$ cat src/rtl/adc_readout_pkg.sv
// Shared constants for the ADC result SPI readout: status layout, CRC polynomial, frame sizing, FSM states.
package adc_readout_pkg;

  localparam int STATUS_W       = 8;
  localparam int STATUS_OVR_BIT = 7;
  localparam int STATUS_SEQ_HI  = 6;
  localparam int STATUS_SEQ_LO  = 4;

  localparam logic [7:0] CRC_POLY = 8'h07;

`ifdef ADC_READOUT_CRC_EN
  localparam int CRC_W = 8;
`else
  localparam int CRC_W = 0;
`endif

  function automatic int frame_bits(input int word_w);
    return STATUS_W + 4 * word_w + CRC_W;
  endfunction

  localparam int FRAME_BITS = frame_bits(32);

  typedef enum logic [1:0] {
    ST_IDLE   = 2'd0,
    ST_SHIFT  = 2'd1,
    ST_FINISH = 2'd2
  } state_e;

endpackage

$ cat src/rtl/spi_edge_sync.sv
// Multi-stage synchroniser for an asynchronous SPI pin with rise/fall detect on the two oldest stages.
module spi_edge_sync #(
  parameter int   STAGES  = 3,
  parameter logic RST_VAL = 1'b0
) (
  input  logic clk,
  input  logic rst_n,
  input  logic async_in,
  output logic rise,
  output logic fall
);

  logic [STAGES-1:0] sync_q, sync_d;

  always_comb sync_d = {sync_q[STAGES-2:0], async_in};

  always_ff @(posedge clk or negedge rst_n) begin
    if (!rst_n) sync_q <= {STAGES{RST_VAL}};
    else        sync_q <= sync_d;
  end

  assign rise = sync_q[STAGES-2] & ~sync_q[STAGES-1];
  assign fall = ~sync_q[STAGES-2] & sync_q[STAGES-1];

endmodule

$ cat src/rtl/adc_readout_spi.sv
// Holds the latest ADC conversion and serialises it to an MCU over SPI mode 0 (slave, MSB first).
// Define ADC_READOUT_CRC_EN to append a CRC-8 byte to every frame.
module adc_readout_spi
  import adc_readout_pkg::*;
#(
  parameter int WORD_W      = 32,
  parameter int SYNC_STAGES = 3
) (
  input  logic              clk,
  input  logic              rst_n,
  input  logic              result_valid,
  input  logic [WORD_W-1:0] count_up,
  input  logic [WORD_W-1:0] count_down,
  input  logic [WORD_W-1:0] count_rundown,
  input  logic [WORD_W-1:0] count_osc,
  input  logic              spi_cs_n,
  input  logic              spi_sclk,
  output logic              spi_miso,
  output logic              data_rdy
);

  localparam int PAYLOAD_W = STATUS_W + 4 * WORD_W;
  localparam int FRAME_W   = frame_bits(WORD_W);
  localparam int CNT_W     = $clog2(FRAME_W + 1);
  localparam logic [CNT_W-1:0] FRAME_CNT = CNT_W'(FRAME_W);

  logic cs_rise, cs_fall, sclk_fall, sclk_rise_unused;

  spi_edge_sync #(.STAGES(SYNC_STAGES), .RST_VAL(1'b1)) u_cs_sync (
    .clk(clk), .rst_n(rst_n), .async_in(spi_cs_n), .rise(cs_rise), .fall(cs_fall)
  );

  spi_edge_sync #(.STAGES(SYNC_STAGES), .RST_VAL(1'b0)) u_sclk_sync (
    .clk(clk), .rst_n(rst_n), .async_in(spi_sclk), .rise(sclk_rise_unused), .fall(sclk_fall)
  );

`ifdef ADC_READOUT_CRC_EN
  function automatic logic [7:0] crc8(input logic [PAYLOAD_W-1:0] p);
    logic [7:0] c;
    c = 8'h00;
    for (int i = PAYLOAD_W - 1; i >= 0; i--) begin
      if (c[7] ^ p[i]) c = {c[6:0], 1'b0} ^ CRC_POLY;
      else             c = {c[6:0], 1'b0};
    end
    return c;
  endfunction
`endif

  function automatic logic [FRAME_W-1:0] build_frame(input logic [4*WORD_W-1:0] w,
                                                     input logic [2:0] s, input logic o);
    logic [STATUS_W-1:0]  st;
    logic [PAYLOAD_W-1:0] p;
    st = '0;
    st[STATUS_OVR_BIT] = o;
    st[STATUS_SEQ_HI:STATUS_SEQ_LO] = s;
    p = {st, w};
`ifdef ADC_READOUT_CRC_EN
    return {p, crc8(p)};
`else
    return p;
`endif
  endfunction

  state_e              state_q, state_d;
  logic [FRAME_W-1:0]  hold_q, hold_d, shift_q, shift_d;
  logic [CNT_W-1:0]    cnt_q, cnt_d;
  logic [2:0]          seq_q, seq_d;
  logic                ovr_q, ovr_d, rdy_q, rdy_d;
  logic [4*WORD_W-1:0] pend_q, pend_d, words;
  logic                pend_full_q, pend_full_d, pend_ovr_q, pend_ovr_d;
  logic                to_pend;

  always_comb begin
    state_d     = state_q;
    hold_d      = hold_q;
    shift_d     = shift_q;
    cnt_d       = cnt_q;
    seq_d       = seq_q;
    ovr_d       = ovr_q;
    rdy_d       = rdy_q;
    pend_d      = pend_q;
    pend_full_d = pend_full_q;
    pend_ovr_d  = pend_ovr_q;
    to_pend     = 1'b0;
    words       = {count_up, count_down, count_rundown, count_osc};

    case (state_q)
      ST_IDLE: begin
        if (cs_fall) begin
          shift_d = hold_q;
          cnt_d   = '0;
          state_d = ST_SHIFT;
          to_pend = 1'b1;
        end
      end
      ST_SHIFT: begin
        to_pend = 1'b1;
        if (sclk_fall) begin
          shift_d = {shift_q[FRAME_W-2:0], 1'b0};
          if (cnt_q != '1) cnt_d = cnt_q + CNT_W'(1);
        end
        if (cs_rise) state_d = ST_FINISH;
      end
      ST_FINISH: begin
        state_d = ST_IDLE;
        // A short frame leaves the result unread; only a complete frame consumes it.
        if (cnt_q >= FRAME_CNT) begin
          rdy_d = 1'b0;
          ovr_d = 1'b0;
          if (pend_full_q) begin
            seq_d       = seq_q + 3'd1;
            ovr_d       = pend_ovr_q;
            hold_d      = build_frame(pend_q, seq_d, ovr_d);
            rdy_d       = 1'b1;
            pend_full_d = 1'b0;
            pend_ovr_d  = 1'b0;
          end
        end
      end
      default: state_d = ST_IDLE;
    endcase

    // Applied after any pending transfer so a FINISH-cycle result sees the updated data_rdy.
    if (result_valid) begin
      if (to_pend) begin
        if (pend_full_q) begin
          ovr_d      = 1'b1;
          pend_ovr_d = 1'b1;
        end
        pend_d      = words;
        pend_full_d = 1'b1;
      end else begin
        if (rdy_d) ovr_d = 1'b1;
        seq_d  = seq_d + 3'd1;
        hold_d = build_frame(words, seq_d, ovr_d);
        rdy_d  = 1'b1;
      end
    end
  end

  always_ff @(posedge clk or negedge rst_n) begin
    if (!rst_n) begin
      state_q     <= ST_IDLE;
      hold_q      <= '0;
      shift_q     <= '0;
      cnt_q       <= '0;
      seq_q       <= '0;
      ovr_q       <= 1'b0;
      rdy_q       <= 1'b0;
      pend_q      <= '0;
      pend_full_q <= 1'b0;
      pend_ovr_q  <= 1'b0;
    end else begin
      state_q     <= state_d;
      hold_q      <= hold_d;
      shift_q     <= shift_d;
      cnt_q       <= cnt_d;
      seq_q       <= seq_d;
      ovr_q       <= ovr_d;
      rdy_q       <= rdy_d;
      pend_q      <= pend_d;
      pend_full_q <= pend_full_d;
      pend_ovr_q  <= pend_ovr_d;
    end
  end

  assign spi_miso = (state_q == ST_SHIFT) ? shift_q[FRAME_W-1] : 1'b0;
  assign data_rdy = rdy_q;

endmodule
$ cat config.mk
export PLATFORM = sky130hd
export DESIGN_NAME = adc_readout_spi
export DESIGN_NICKNAME = d
export VERILOG_FILES = /design/src/rtl/adc_readout_pkg.sv /design/src/rtl/spi_edge_sync.sv /design/src/rtl/adc_readout_spi.sv
export SDC_FILE = /design/constraint.sdc
export NUM_CORES = 1
export LEC_CHECK = 0
export ABC_AREA = 1
export BUFFER_PORTS_ARGS = -buffer_cell sky130_fd_sc_hd__clkbuf_2
export CAP_MARGIN = 20
export CORE_AREA = 2 2 204 206
export DETAILED_ROUTE_END_ITERATION = 7
export DIE_AREA = 0 0 206 208
export PLACE_DENSITY_LB_ADDON = 0.05
export SYNTH_ARGS = -nofsm -noshare
export SYNTH_HDL_FRONTEND = slang
export SYNTH_SLANG_ARGS = --single-unit
$ cat constraint.sdc
create_clock -name clk -period 2.34 [get_ports clk]
set_input_delay 0.468 -clock clk [delete_from_list [all_inputs] [get_ports clk]]
set_output_delay 0.468 -clock clk [all_outputs]
set_load 0.01 [all_outputs]
# == After elaboration in Yosys (flattened, before gate mapping) ==
# Index checks and enable logic that the tools add are counted.
# totals
regBits,423
in_bits,133
out_inout_bits,2
elab_cells,80
# classes
add_sub_neg,3
n_lt_le_gt_ge,1
eq_ne,7
mux,45
n_bitwise,6
reduce_logical,6
# op_table
op,count
136-bit two-way mux,7
136-bit case mux with 2 select lines,1
1-bit two-way mux,24
8-bit two-way mux,3
8-bit case mux with 2 select lines,1
3-bit two-way mux,5
"8-bit by 1-bit adder with 8-bit output, second input constant",1
"8-bit greater-or-equal comparator, second input constant",1
"2-bit inequality test, second input constant",4
"8-bit inequality test, second input constant",1
"3-bit by 1-bit adder with 3-bit output, second input constant",2
2-bit two-way mux,2
2-bit case mux with 2 select lines,1
2-bit AND reduction,2
4-bit AND reduction,1
1-bit bitwise AND,3
1-bit NOT,3
3-bit AND reduction,1
"2-bit by 1-bit == test with 1-bit output, second input constant",1
"2-bit == test, second input constant",1
2-bit logical NOT,1
1-bit case mux with 2 select lines,1
2-bit nonzero test,1

# == Longest topological paths before layout ==
# Gate-level depths: netlist (run 1).
# depth
depth_word,7
mapped_depth,12
ltp_nobuf,11

# == Cells and area by module ==
# From an unflattened synthesis (run 1), not the netlist that was laid out.
# hier_totals
cells_unflattened,2088
hier_area_um2,18376.4
# by_module_without_submodules
mod,instances,cells_per_inst,area_each_um2,seq_area_each_um2
adc_readout_spi,1,2074,18192.4,10435.0
spi_edge_sync at u_cs_sync,1,7,93.8,78.8
spi_edge_sync at u_sclk_sync,1,7,90.1,75.1

# == Least setup slack after synthesis (run 1) ==
# OpenSTA, ideal clock, no wires.
# synth_path
path_kind,reg-to-reg
start,register u_cs_sync.sync_q[2]
end,register pend_q[100]
setup_time_ns,0.128
t_arrival_ns,1.496
t_required_ns,2.212
slack_ns,0.717
stages_incl_launch_ff,9
n_path_buf,2
period_less_slack_ns,1.623
cell_sequence,dfstp_2 > inv_1 > nor2_1 > nand2_1 > nand2_2 > nand2_2 > buf_6 > buf_4 > mux2_1
# synth_between
elab_chain_len,4
# synth_lines
element,line,source
from (decl),spi_edge_sync.sv:13,"logic [STAGES-1:0] sync_q, sync_d;"
from (signal assigned),spi_edge_sync.sv:18,if (!rst_n) sync_q <= {STAGES{RST_VAL}};
from (signal assigned),spi_edge_sync.sv:19,else sync_q <= sync_d;
1-bit bitwise AND,spi_edge_sync.sv:23,assign fall = ~sync_q[STAGES-2] & sync_q[STAGES-1];
1-bit two-way mux,adc_readout_spi.sv:89,if (cs_fall) begin
1-bit case mux with 2 select lines,adc_readout_spi.sv:87,case (state_q)
2-bit AND reduction (no source line),--,
to (signal assigned),adc_readout_spi.sv:161,pend_q <= pend_d;
to (decl),adc_readout_spi.sv:69,"logic [4*WORD_W-1:0] pend_q, pend_d, words;"
# No other way between the ends.
# A chain may end at the register's enable or synchronous reset.

# == Worst setup path in the final report (run 1) ==
# layout_path
start,register state_q[1]
end,output spi_miso
# layout_between
elab_chain_len,2
# layout_lines
element,line,source
from (decl),adc_readout_spi.sv:64,"state_e state_q, state_d;"
from (signal assigned),adc_readout_spi.sv:154,state_q <= state_d;
2-bit by 1-bit == test with 1-bit output,adc_readout_spi.sv:167,assign spi_miso = (state_q == ST_SHIFT) ? shift_q[FRAME_W-1] : 1'b0;
1-bit two-way mux,adc_readout_spi.sv:167,
to (decl),adc_readout_spi.sv:18,"output logic spi_miso,"
# No other way between the ends.

==> results of run 1 <==
==> final timing paths <==
path / startpoint / cells past startpoint / to / slack [ps]
max reg2reg: u_cs_sync.sync_q[2]$_DFF_PN1_ / 9 / shift_q[31]$_DFFE_PN0P_ / 330
min reg2reg: u_cs_sync.sync_q[0]$_DFF_PN1_ / 0 / u_cs_sync.sync_q[1]$_DFF_PN1_ / 370
max: state_q[1]$_DFFE_PN0P_ / 4 / spi_miso / 140
min in group asynchronous: rst_n / 2 / hold_q[3]$_DFF_PN0_ / 420
min: count_up[3] / 3 / hold_q[99]$_DFF_PN0_ / 130
max in group asynchronous: rst_n / 3 / shift_q[51]$_DFFE_PN0P_ / 1100
==> final cells by class <==
cell class,instances,area [um2]
multi-input combinational,1212,6450
clock buffer,77,1430
tap,532,666
timing repair buffer,178,1290
fill,3786,19300
sequential,423,10600
clock inverter,4,20.0
inverter,209,797
==> report_power, final <==
part           switching (uW)  internal, uW  total [uW]
combinational            3490          2330        5820
clock                    2850          4140        6990
sequential               1150          9990       11100
total                    7500         16500       24000
==> registers in the layout, summed over array words and instances, names as in the netlist <==
| signal | cells |
|---|---|
| hold_q | 136 |
| shift_q | 136 |
| pend_q | 128 |
| cnt_q | 8 |
| seq_q | 3 |
| u_cs_sync.sync_q | 3 |
| u_sclk_sync.sync_q | 3 |
| state_q | 2 |
| data_rdy | 1 |
| ovr_q | 1 |
| pend_full_q | 1 |
| pend_ovr_q | 1 |
==> what timing repair did <==
item,4_1_cts,5_1_grt
hold endpoints to repair,35,0
hold buffers,3,0
buffers inserted,0,0
==> cell families after synthesis <==
family	share of synthesized area
AO/OA/AOI/OAI	0.183
XOR/XNOR	0.00189
AND/OR/NAND/NOR	0.112
buffers and inverters	0.0821
multiplexers	0.0474
adder cells (fa/ha/maj)	0.00202
flip-flops	0.571
==> metal layers <==
metal	wire (um)	share of wire
met1	20400	0.49
met2	18900	0.46
met3	1370	0.033
met4	782	0.019
met5	0	0
==> cells in the final DEF, fill, tap and decap left out, types with 2 or more instances in the layout <==
| master | count |
|---|---|
| sky130_fd_sc_hd__nand2_2 | 2 |
| sky130_fd_sc_hd__mux2_2 | 59 |
| sky130_fd_sc_hd__o31ai_1 | 3 |
| sky130_fd_sc_hd__buf_12 | 22 |
| sky130_fd_sc_hd__nand4_1 | 6 |
| sky130_fd_sc_hd__xor2_1 | 3 |
| sky130_fd_sc_hd__clkbuf_2 | 133 |
| sky130_fd_sc_hd__nor3_1 | 3 |
| sky130_fd_sc_hd__clkbuf_1 | 18 |
| sky130_fd_sc_hd__o21ai_0 | 185 |
| sky130_fd_sc_hd__o21ai_1 | 153 |
| sky130_fd_sc_hd__nand2_1 | 410 |
| sky130_fd_sc_hd__inv_4 | 2 |
| sky130_fd_sc_hd__ha_1 | 3 |
| sky130_fd_sc_hd__a21oi_1 | 92 |
| sky130_fd_sc_hd__dfstp_2 | 3 |
| sky130_fd_sc_hd__inv_1 | 202 |
| sky130_fd_sc_hd__nor2_1 | 94 |
| sky130_fd_sc_hd__o211ai_1 | 136 |
| sky130_fd_sc_hd__mux2_1 | 19 |
| sky130_fd_sc_hd__dlygate4sd3_1 | 3 |
| sky130_fd_sc_hd__nand3_1 | 14 |
| sky130_fd_sc_hd__inv_2 | 4 |
| sky130_fd_sc_hd__nor2_4 | 2 |
| sky130_fd_sc_hd__dfrtp_1 | 420 |
| sky130_fd_sc_hd__clkbuf_16 | 49 |
| sky130_fd_sc_hd__a21oi_2 | 9 |
| sky130_fd_sc_hd__clkbuf_8 | 10 |
| sky130_fd_sc_hd__clkinv_2 | 4 |
| sky130_fd_sc_hd__buf_4 | 19 |
| sky130_fd_sc_hd__o21ai_2 | 12 |
==> through the flow <==
stage                util  area, um2
floorplan               -      18500
global placement    0.487      19800
detailed placement  0.487      19800
CTS                 0.524      21200
global route        0.524      21200
finish              0.524      21200
==> worst max-delay path, stage by stage, from the launching register on <==
cell,delay [ps]
sky130_fd_sc_hd__dfrtp_1,410
sky130_fd_sc_hd__nor2_4,170
sky130_fd_sc_hd__inv_2,90
sky130_fd_sc_hd__nor2_1,290
sky130_fd_sc_hd__clkbuf_2,210
==> impl_table.tex, run 1 <==
\begin{tabular}{lr}
\hline
Metric & Value \\
\hline
\multicolumn{2}{l}{\textbf{Timing}} \\
\quad Worst hold margin & 129 ps \\
\quad Worst Clk Skew & 13.7 ps \\
\quad Worst setup slack after layout & 139 ps \\
\quad Fraction of the cycle the final worst path needs & 0.940 \\
\quad Number of failing setup endpoints in the final timing report & 0 \\
\quad Achievable frequency & 454 MHz \\
\quad Aggregate negative setup slack & 0 ps \\
\quad Transition time at the pin with the least slew margin & 581 ps \\
\quad Total count of hold-check failures in the final report & 0 \\
\quad Final min period & 2200 ps \\
\quad Max-slew violation total from the final report & 0 \\
\quad Worst slew margin & 0.613 \\
\quad Unrepaired setup endpoints after global routing & no \\
\multicolumn{2}{l}{\textbf{Placed design}} \\
\quad Cell Count Post-Placement & 2551 \\
\quad Placed wire-length estimate after detailed placement & 25200 um \\
\quad Placement Setup Slack & 331 ps \\
\quad Buffers on Ports & 134 \\
\quad Global placement routability congestion & 0.743 \\
\multicolumn{2}{l}{\textbf{Yosys}} \\
\quad Synthesized instance count & 1982 \\
\quad Asr flop ratio synth & 1.00 \\
\quad Portion of synthesized cell area occupied by the leading cell type & 0.567 \\
\quad Cells taking the most area after synthesis & sky130\_fd\_sc\_hd\_\_dfrtp\_1, sky130\_fd\_sc\_hd\_\_nand2\_1, sky130\_fd\_sc\_hd\_\_o211ai\_1 \\
\quad Cell with the most instances after synthesis & sky130\_fd\_sc\_hd\_\_dfrtp\_1 \\
\quad YS warnings & 0 \\
\quad Most frequent cells after synthesis & sky130\_fd\_sc\_hd\_\_dfrtp\_1, sky130\_fd\_sc\_hd\_\_nand2\_1, sky130\_fd\_sc\_hd\_\_inv\_1 \\
\quad Sequential-to-total area share from yosys stat & 0.571 \\
\quad Cell type with the highest aggregate area in the netlist & sky130\_fd\_sc\_hd\_\_dfrtp\_1 \\
\quad Number of different library cells in the post-synthesis netlist & 34 \\
\quad Post-Syn Area & 18500 um2 \\
\quad Dominant register cell in the synthesized netlist & sky130\_fd\_sc\_hd\_\_dfrtp\_1 \\
\quad Post-synth EDFFs & 0 \\
\quad Post-synthesis register bit count & 423 \\
\quad Synthesized area per cell & 9.35 um2 \\
\quad Synth Net Count & 2118 \\
\multicolumn{2}{l}{\textbf{Die}} \\
\quad Die Span X & 206 um \\
\quad Std-Cell Rows & 74 \\
\quad Die area & 42800 um2 \\
\quad Effective utilization at floorplan & 0.457 \\
\quad Die Span Y & 208 um \\
\quad Std-Cell Core Area & 40600 um2 \\
\quad Number of top-level pins & 135 \\
\multicolumn{2}{l}{\textbf{Power}} \\
\quad Final total power & 24000 uW \\
\quad Leakage & 0.00989 uW \\
\quad Max IR drop VDD & 596 uV \\
\quad Power per Cell Area & 1130 nW/um2 \\
\multicolumn{2}{l}{\textbf{Routing}} \\
\quad Antenna violation net count after detailed routing & 0 \\
\quad DRC viols & 0 \\
\quad Post-detailed-routing wire length & 41500 um \\
\quad Initial DRC count & 859 \\
\quad Via count & 13527 \\
\quad Routed wire per std cell & 15.8 um \\
\quad Via density per instance & 5.13 \\
\quad TritonRoute pass-1 iters & 4 \\
\multicolumn{2}{l}{\textbf{Global route}} \\
\quad Global-route layer with the greatest usage & met2 \\
\quad First-pass GRT wire length & 70500 um \\
\quad Maximum number of pins on one net before global-route repair & 130 \\
\quad Initial antenna violation count & 0 \\
\quad Met3 Resource Use GR & 0.0294 \\
\quad Met1 routing resource usage after global routing & 0.293 \\
\quad GR Util All Layers & 0.202 \\
\quad Global route overflow & 0 \\
\quad Vias in the first global route & 13615 \\
\quad GR met2 Demand/Resource & 0.317 \\
\multicolumn{2}{l}{\textbf{Layout}} \\
\quad P\&R area growth vs syn & 14.6\% \\
\quad Layout cells sized above 1 & 0.160 \\
\quad Non-filler cells, final & 2635 \\
\quad Number of antenna diodes & 0 \\
\quad Fin nets & 2208 \\
\multicolumn{2}{l}{\textbf{Critical path}} \\
\quad Startpoint types & flip-flop \\
\quad Required @ worst endpoint & 1870 ps \\
\quad Crit path capture type & primary output \\
\quad Worst Path Class, Setup & reg2out \\
\quad Biggest fanout along the worst timing path & 6 \\
\quad Arrival time at the worst endpoint & 1730 ps \\
\multicolumn{2}{l}{\textbf{Worst hold path}} \\
\quad Class of the most critical hold timing path & in2reg \\
\multicolumn{2}{l}{\textbf{Clock tree}} \\
\quad Clock tree from TritonCTS & built \\
\quad Root buffer selected by CTS & sky130\_fd\_sc\_hd\_\_clkbuf\_16 \\
\quad Sink Count & 423 \\
\quad Clock transition at the registers of the reported paths & 50 ps \\
\quad Number of buffers added by the clock tree synthesis step & 48 \\
\quad Number of H-tree branching levels & 2 \\
\quad Worst-skew pair later-pin latency & 570 ps \\
\quad Number of gates given a new drive strength after cts & 0 \\
\quad Clock Tree Buf Depth & 3 \\
\multicolumn{2}{l}{\textbf{Status}} \\
\quad Outcome & completed \\
\multicolumn{2}{l}{\textbf{Run}} \\
\quad Max-capacitance violation count & 0 \\
\hline
\end{tabular}
No activity file was read; power rests on OpenSTA's default activity.
==> run 2, diff against run 1 <==
- GPL_ROUTABILITY_DRIVEN: unset -> 0
- SKIP_LAST_GASP: unset -> 1
- clock period: 2.34 -> 2.42 ns (I/O delays scaled with it)
==> impl_table.tex, run 2 (synthesis results as in run 1) <==
\begin{tabular}{lr}
\hline
Metric & Value \\
\hline
\multicolumn{2}{l}{\textbf{Clock tree}} \\
\quad Root buffer selected by CTS & sky130\_fd\_sc\_hd\_\_clkbuf\_16 \\
\quad Clock transition at the registers of the reported paths & 60 ps (about the same) \\
\quad Sink Count & 423 (unchanged) \\
\quad Worst-skew pair later-pin latency & 580 ps (about the same) \\
\quad Number of buffers added by the clock tree synthesis step & 47 (-2.1\%) \\
\quad Clock tree from TritonCTS & built \\
\quad Number of H-tree branching levels & 2 (unchanged) \\
\quad Clock Tree Buf Depth & 3 (unchanged) \\
\multicolumn{2}{l}{\textbf{Die}} \\
\quad Effective utilization at floorplan & 0.457 (unchanged) \\
\quad Die Span X & 206 um (unchanged) \\
\quad Std-Cell Core Area & 40600 um2 (unchanged) \\
\quad Number of top-level pins & 135 (unchanged) \\
\quad Std-Cell Rows & 74 (unchanged) \\
\quad Die area & 42800 um2 (unchanged) \\
\quad Die Span Y & 208 um (unchanged) \\
\multicolumn{2}{l}{\textbf{Worst hold path}} \\
\quad Class of the most critical hold timing path & in2reg \\
\quad Instance count along the most critical hold path & 3 (unchanged) \\
\multicolumn{2}{l}{\textbf{Layout}} \\
\quad Fin nets & 2217 (+0.41\%) \\
\quad FF/Latch Area & 10600 um2 (unchanged) \\
\quad P\&R area growth vs syn & 15.1\% \\
\quad Most frequent standard cell in the layout excluding fill and tap cells & sky130\_fd\_sc\_hd\_\_dfrtp\_1 \\
\quad Number of antenna diodes & 0 (unchanged) \\
\quad Total area of multi-input combinational cells & 6450 um2 (unchanged) \\
\quad Post-route cell area & 21300 um2 (+0.46\%) \\
\quad Non-filler cells, final & 2645 (+0.38\%) \\
\quad Regs by FF count & hold\_q (136), shift\_q (136), pend\_q (128) \\
\quad Fillers & 3809 (+0.61\%) \\
\quad Layout cells sized above 1 & 0.162 (+0.00208) \\
\quad Commonest non-fill, non-tap cells in the layout & sky130\_fd\_sc\_hd\_\_dfrtp\_1, sky130\_fd\_sc\_hd\_\_nand2\_1, sky130\_fd\_sc\_hd\_\_inv\_1 \\
\multicolumn{2}{l}{\textbf{Routing}} \\
\quad Initial DRC count & 879 (+2.3\%) \\
\quad Via count & 13685 (+1.2\%) \\
\quad TritonRoute pass-1 iters & 5 (+1) \\
\quad Post-detailed-routing wire length & 41800 um (+0.65\%) \\
\quad DRC viols & 0 (unchanged) \\
\quad Routed wire per std cell & 15.8 um (+0.27\%) \\
\quad Antenna violation net count after detailed routing & 0 (unchanged) \\
\quad Via density per instance & 5.17 (+0.79\%) \\
\multicolumn{2}{l}{\textbf{Timing}} \\
\quad Final min period & 2040 ps \\
\quad Worst Clk Skew & 17.4 ps (+3.69 ps) \\
\quad Achievable frequency & 489 MHz \\
\quad Max-slew violation total from the final report & 0 (unchanged) \\
\quad Total count of hold-check failures in the final report & 0 (unchanged) \\
\quad Unrepaired setup endpoints after global routing & no \\
\quad Transition time at the pin with the least slew margin & 1120 ps (+535 ps) \\
\quad Worst slew margin & 0.256 (-0.356) \\
\quad Number of failing setup endpoints in the final timing report & 0 (unchanged) \\
\quad Fraction of the cycle the final worst path needs & 0.845 \\
\quad Aggregate negative setup slack & 0 ps (unchanged) \\
\multicolumn{2}{l}{\textbf{Run}} \\
\quad Max-capacitance violation count & 0 (unchanged) \\
\multicolumn{2}{l}{\textbf{Critical path}} \\
\quad Worst Path Class, Setup & reg2out \\
\quad Required @ worst endpoint & 1940 ps (+70 ps) \\
\quad Crit path capture type & primary output \\
\quad Reg2reg setup slack & 380 ps (+50 ps) \\
\quad Biggest fanout along the worst timing path & 6 (unchanged) \\
\quad Register-to-Register Path Depth & 9 (unchanged) \\
\quad Startpoint types & flip-flop \\
\quad Arrival time at the worst endpoint & 1560 ps (-170 ps) \\
\quad Largest incremental delay on the critical path & 440 ps (+30 ps) \\
\quad CP max stage cell & sky130\_fd\_sc\_hd\_\_dfrtp\_1 \\
\quad Critical path, cell by cell & nor2\_4, inv\_2, nor2\_1, clkbuf\_2 \\
\multicolumn{2}{l}{\textbf{Global route}} \\
\quad GR Util All Layers & 0.204 (+0.00240) \\
\quad Maximum number of pins on one net before global-route repair & 150 (+15\%) \\
\quad First-pass GRT wire length & 71200 um (+0.94\%) \\
\quad Global route overflow & 0 (unchanged) \\
\quad Initial antenna violation count & 0 (unchanged) \\
\quad Vias in the first global route & 13607 (-0.059\%) \\
\multicolumn{2}{l}{\textbf{Power}} \\
\quad Leakage & 0.00994 uW (+0.47\%) \\
\quad Net switching share of the total power & 0.315 (+0.00165) \\
\quad Comb pwr share & 0.245 (+0.002) \\
\quad Cell-internal power & 15800 uW (-3.8\%) \\
\quad Power per Cell Area & 1080 nW/um2 (-4.0\%) \\
\quad Fraction of power consumed by the clock network & 0.289 (-0.003) \\
\quad Max IR drop VDD & 593 uV (-0.43\%) \\
\quad Share of power burned in registers & 0.465 (about the same) \\
\quad Net switching power & 7260 uW (-3.1\%) \\
\multicolumn{2}{l}{\textbf{Placed design}} \\
\quad Buffers on Ports & 134 (unchanged) \\
\quad Placed wire-length estimate after detailed placement & 25400 um (+1.2\%) \\
\quad Cell Count Post-Placement & 2561 (+0.39\%) \\
\quad Instance area after placement & 19900 um2 (+0.63\%) \\
\multicolumn{2}{l}{\textbf{Status}} \\
\quad Outcome & completed \\
\hline
\end{tabular}
-- run 2: cell types whose count changed in the layout (fill, tap and decap cells not counted) --
| cell | change |
|---|---|
| sky130_fd_sc_hd__clkbuf_16 | -1 |
| sky130_fd_sc_hd__clkbuf_1 | +4 |
| sky130_fd_sc_hd__buf_12 | +4 |
| sky130_fd_sc_hd__clkinv_8 | +1 |
| sky130_fd_sc_hd__clkinv_2 | -3 |
| sky130_fd_sc_hd__clkbuf_8 | -2 |
| sky130_fd_sc_hd__buf_4 | +6 |
| sky130_fd_sc_hd__inv_6 | +1 |
-- run 2: repair_timing --
action	4_1_cts	5_1_grt
hold buffers	3	0
setup endpoints to repair	0	0
endpoints found under the hold margin	40	0
gates resized for setup	0	0
buffers inserted	0	0
-- run 2: worst max-delay path: cells and delay by family (launching register included) --
family	cells	cell delay, ps
buffers and inverters	2	240
DFF	1	440
and+or+nand+nor	2	310
-- run 2: power by group through the flow --
stage          Combinational, uW  Clock, uW  Sequential [uW]
2_1_floorplan               4450          0            10500
3_3_place_gp                5560          0            10800
3_5_place_dp                5720          0            10900
4_1_cts                     5770       6910            10800
5_1_grt                     6620       7200            11100
6_report                    5670       6680            10700
-- run 2: per-stage QoR --
step	total power [uW]	util	worst slack [ps]	hold WS, ps
CTS	23400	0.526	291	91.0
floorplan	15000	-	797	188
global route	24900	0.526	202	122
finish	23100	0.526	376	126
global placement	16400	0.490	406	339
detailed placement	16600	0.490	372	348
-- run 2: worst paths after layout --
| check | from | endpoint |
|---|---|---|
| max | state_q[1]$_DFFE_PN0P_ | spi_miso |
| min | count_up[2] | hold_q[98]$_DFF_PN0_ |
| max reg2reg | u_cs_sync.sync_q[2]$_DFF_PN1_ | shift_q[108]$_DFFE_PN0P_ |
| min reg2reg | u_sclk_sync.sync_q[0]$_DFF_PN0_ | u_sclk_sync.sync_q[1]$_DFF_PN0_ |
| max in group asynchronous | rst_n | pend_q[51]$_DFFE_PN0P_ |
| min in group asynchronous | rst_n | shift_q[3]$_DFFE_PN0P_ |
-- run 2: layout make-up --
| class | count | area share |
|---|---|---|
| Clock buffer | 78 | 0.0653 |
| Clock inverter | 3 | 0.00141 |
| Inverter | 209 | 0.0373 |
| Multi-Input combinational cell | 1212 | 0.302 |
| Sequential cell | 423 | 0.496 |
| Tap cell | 532 | 0.0312 |
| Timing Repair Buffer | 188 | 0.0665 |
-- run 2: per-layer routing --
layer  GRT usage  wire length (um)  vias up
li1            -                 -     6751
met2       0.323             19400      179
met3      0.0276              1340       58
met4      0.0562               857        0
met1       0.295             20200     6697
met5           0                 0        -
